===== src/rtl/matrix_multiplier_gf8.sv =====
// Streaming GF(2^8) inner product (AES field, poly 0x11B): four (A,B) pairs per group, XOR-sum on result.
// Optional macro GF8_PRODUCT_PIPE_EN registers the product and last-element flag, adding one cycle of latency.
module matrix_multiplier_gf8 (
  input  logic       clk,
  input  logic       reset,
  input  logic [7:0] A,
  input  logic [7:0] B,
  output logic [7:0] result
);

  function automatic logic [7:0] gf_mul(input logic [7:0] a, input logic [7:0] b);
    logic [7:0] x;
    logic [7:0] r;
    r = 8'h00;
    x = a;
    for (int i = 0; i < 8; i++) begin
      if (b[i]) r = r ^ x;
      x = {x[6:0], 1'b0} ^ (x[7] ? 8'h1B : 8'h00);
    end
    return r;
  endfunction

  logic [1:0] cnt_q;
  logic [1:0] cnt_d;
  logic [7:0] acc_q;
  logic [7:0] acc_d;
  logic [7:0] result_q;
  logic [7:0] result_d;
  logic [7:0] prod;
  logic [7:0] acc_in;
  logic       acc_first;
  logic       acc_last;

  assign prod  = gf_mul(A, B);
  assign cnt_d = cnt_q + 2'd1;

`ifdef GF8_PRODUCT_PIPE_EN
  logic [7:0] prod_q;
  logic       last_q;

  always_ff @(posedge clk) begin
    if (!reset) begin
      prod_q <= 8'h00;
      last_q <= 1'b0;
    end else begin
      prod_q <= prod;
      last_q <= (cnt_q == 2'd3);
    end
  end

  // acc is already zero whenever a group begins (after reset or a last element)
  assign acc_in    = prod_q;
  assign acc_first = 1'b0;
  assign acc_last  = last_q;
`else
  assign acc_in    = prod;
  assign acc_first = (cnt_q == 2'd0);
  assign acc_last  = (cnt_q == 2'd3);
`endif

  always_comb begin
    acc_d    = acc_q ^ acc_in;
    result_d = result_q;
    if (acc_first) begin
      acc_d = acc_in;
    end
    if (acc_last) begin
      result_d = acc_q ^ acc_in;
      acc_d    = 8'h00;
    end
  end

  always_ff @(posedge clk) begin
    if (!reset) begin
      cnt_q    <= 2'd0;
      acc_q    <= 8'h00;
      result_q <= 8'h00;
    end else begin
      cnt_q    <= cnt_d;
      acc_q    <= acc_d;
      result_q <= result_d;
    end
  end

  assign result = result_q;

endmodule


===== config.mk =====
export PLATFORM = sky130hd
export DESIGN_NAME = matrix_multiplier_gf8
export DESIGN_NICKNAME = d
export VERILOG_FILES = /design/src/rtl/matrix_multiplier_gf8.sv
export SDC_FILE = /design/constraint.sdc
export NUM_CORES = 1
export LEC_CHECK = 0
export CORE_AREA = 2 2 60 90
export DETAILED_ROUTE_END_ITERATION = 6
export DIE_AREA = 0 0 62 92
export MAX_ROUTING_LAYER = met4
export REMOVE_ABC_BUFFERS = 1
export SYNTH_ARGS = -nofsm -noshare
export SYNTH_HDL_FRONTEND = slang
export SYNTH_SLANG_ARGS = --single-unit

===== constraint.sdc =====
create_clock -name clk -period 2.2 [get_ports clk]
set_input_delay 0.22 -clock clk [delete_from_list [all_inputs] [get_ports clk]]
set_output_delay 0.22 -clock clk [all_outputs]
set_load 0.05 [all_outputs]

==> run metrics <==
via total after detailed routing=1,731; predominant post-synthesis flop cell=dfxtp_1; worst vdd ir=0.000638 V; grt total ovfl=0; vias in the first global route=1,788; first-pass GRT wire length=7.93 mm; Post-DP Area=0.00264 sq mm; Power Internal=1.22 mW; crit-path max FO=5; WHS=469 ps; largest net degree at the start of global routing=17; RSZ-0062 raised after global routing=false; Lkg Pwr=1.28 nW; Comb pwr share=62.1%; startpoint types=input pin; Worst-path clk slew=70 ps; CTS root buffer=clkbuf_8; Setup TNS=0 ps; drt first pass iters=4; power density over the cells=662 mW/mm^2; Net Sw Power=0.675 mW; FF+latch count, synth=18; Starting Density=42.4%; Routed WL per cell=13.5 um; routability cong.=0.900; routed vias/inst=4.74; worst path cell trace=dlygate4sd2_1, buf_4, buf_4, xor2_1, nand2_1, xnor3_1, xor2_2, xnor2_2, xnor3_1, a21oi_2; Area growth syn-to-layout=35.1%; Final Hold Vio Count=0; clk sinks=18; Core Area=0.00500 sq mm; Mapped Area=0.00212 sq mm; commonest non-fill, non-tap cell in the layout=nand2_1; Placed Cells=355; CTS Hold Bufs=0; Seq/Total Area, Yosys=17.0%; Bufs on Longest Clock Path=2; Yosys cell types=34; Post-DRT Antenna Nets=0; All-Layer GR Usage=18.7%; EDFF count, synth=0; syn_area_per_cell=8.66 sq um; H-tree depth=1; number of remaining DRC errors=0; max-cap check violation count=0; YS warnings=0; hold depth=1; CTS tree=done; Chip Width=62 um; # IOs=26; Sw Share=35.6%; Worst-Skew Late Latency=240 ps; HPWL after DPL=3.87 mm; n_diodes=0; Max Clock Freq=477 MHz; min-delay worst type=register to register; Flop pwr share=24.0%; initial antenna violation count=0; non-filler cells, final=365; share of Yosys cell area claimed by the top area cell type=17.7%; Final Setup Violations=0; DRT iter0 DRCs=36; Clk pwr share=13.8%; Die ar.=0.00570 sq mm; crit path max-delay cell type=xnor3_1; skew final=1.64 ps; most frequent cells in the layout=54 x nand2_1, 40 x buf_4, 38 x xnor2_1; async set or reset register ratio after synthesis=0%; fin crit period=2100 ps; PnR Total Power=1.90 mW; Post-Layout Inst Area=0.00287 sq mm; period utilisation layout=95.4%; post-synthesis cell count=245; num rows=32; Worst Setup Path Type=input pin to register; status=finished, final reports clean; Critical Path Sink Type=register; top post-synthesis cells by area=xnor2_1 18%, dfxtp_1 17%, xnor3_1 11%, nand2_1 9.9%, xor2_1 7.8%; slew of the pin with the lowest slew margin=516 ps; FF-to-FF path depth=5; Rel. slew slack=65.5%; WL final=4.93 mm; delay of the slowest critical-path stage=350 ps; crit path DAT=2280 ps; PortBufs=25; cell taking the most area after synthesis=xnor2_1; fin nets=318; max-slew violation count=0; die height=92 um; Inserted Clock Buffers=3; proportion of layout cells with a drive suffix above 1=23.9%; WP data required=2380 ps
[through the flow]
stage / utilization, % / worst slack [ps]
floorplan: - / 370
global placement: 52.7 / -316
detailed placement: 52.7 / -379
CTS: 54.5 / 49.9
global route: 57.3 / 4.09
finish: 57.3 / 102
[worst max-delay path, delay by kind of cell]
kind	cells	cell delay, ps
xor gates and xnor gates	5	1200
and+or+nand+nor	1	70
buffers and inverters	3	650
AOI/OAI and AO/OA	1	140
[flip-flops by register name (all words and copies together), names as in the netlist]
name    flops
acc_q       8
result      8
cnt_q       2
[cells in the mapped netlist (2+ instances only)]
master,count
nand2b_1,7
xnor2_1,43
nand2_1,56
xnor3_1,10
nor2_1,10
mux2i_1,5
dfxtp_1,18
nand4_1,5
nand3b_1,11
nor2b_1,5
xor3_4,2
xnor2_2,4
o211ai_1,7
o21ai_0,2
xor2_1,19
clkbuf_1,12
ha_1,2
xor3_1,2
nand3_1,2
inv_1,3
buf_4,5
a21oi_1,2
buf_2,2
[layout make-up]
cell class | count | area, sq um
inverter | 3 | 11.3
clock buffer | 4 | 55.1
timing repair buffer | 69 | 598
multi-input combinational | 203 | 1760
tap | 68 | 85.1
sequential | 18 | 360
fill | 464 | 2140
[power groups by stage]
stage	sequential, mW	combinational (mW)	clock (mW)
floorplan	0.500	0.775	0
global placement	0.460	1.10	0
detailed placement	0.463	1.10	0
CTS	0.457	1.13	0.274
global route	0.467	1.27	0.284
finish	0.456	1.18	0.262
[worst paths after layout]
path / startpoint / to / slack, ps
worst min register to register: cnt_q[0] / cnt_q[0] / 470
worst max-delay path: A[6] / result[3] / 100
worst min-delay path: cnt_q[0] / cnt_q[0] / 470
worst max register to register: cnt_q[0] / acc_q[4] / 830
[repair_timing]
action	CTS	global route
setup buffers	2	4
pin swaps	7	9
gates resized for setup	9	18
endpoints found under the setup margin	11	10
[routing by layer]
layer / wire length (um) / up-vias / part of all wire [%] / track usage, %
met5: 0 / - / 0 / -
met3: 146 / 6 / 3.0 / 0.423
li1: - / 885 / - / -
met2: 2630 / 25 / 53 / 33.3
met4: 94 / 0 / 1.9 / 5.85
met1: 2050 / 815 / 42 / 21.6
[kinds of logic (layout without fill, tap and decap cells)]
logic type               after synthesis  in the layout  synth area share (%)
AO/OA/AOI/OAI                         13             13                  4.25
XOR/XNOR                              83             83                  47.2
adder cells (fa/ha/maj)                2              2                  1.18
buffers and inverters                 24             76                  5.60
flip-flops                            18             18                  17.0
multiplexers                           5              5                  2.36
AND/OR/NAND/NOR                      100            100                  22.5
Note: power is estimated with default switching activity, not from simulation.
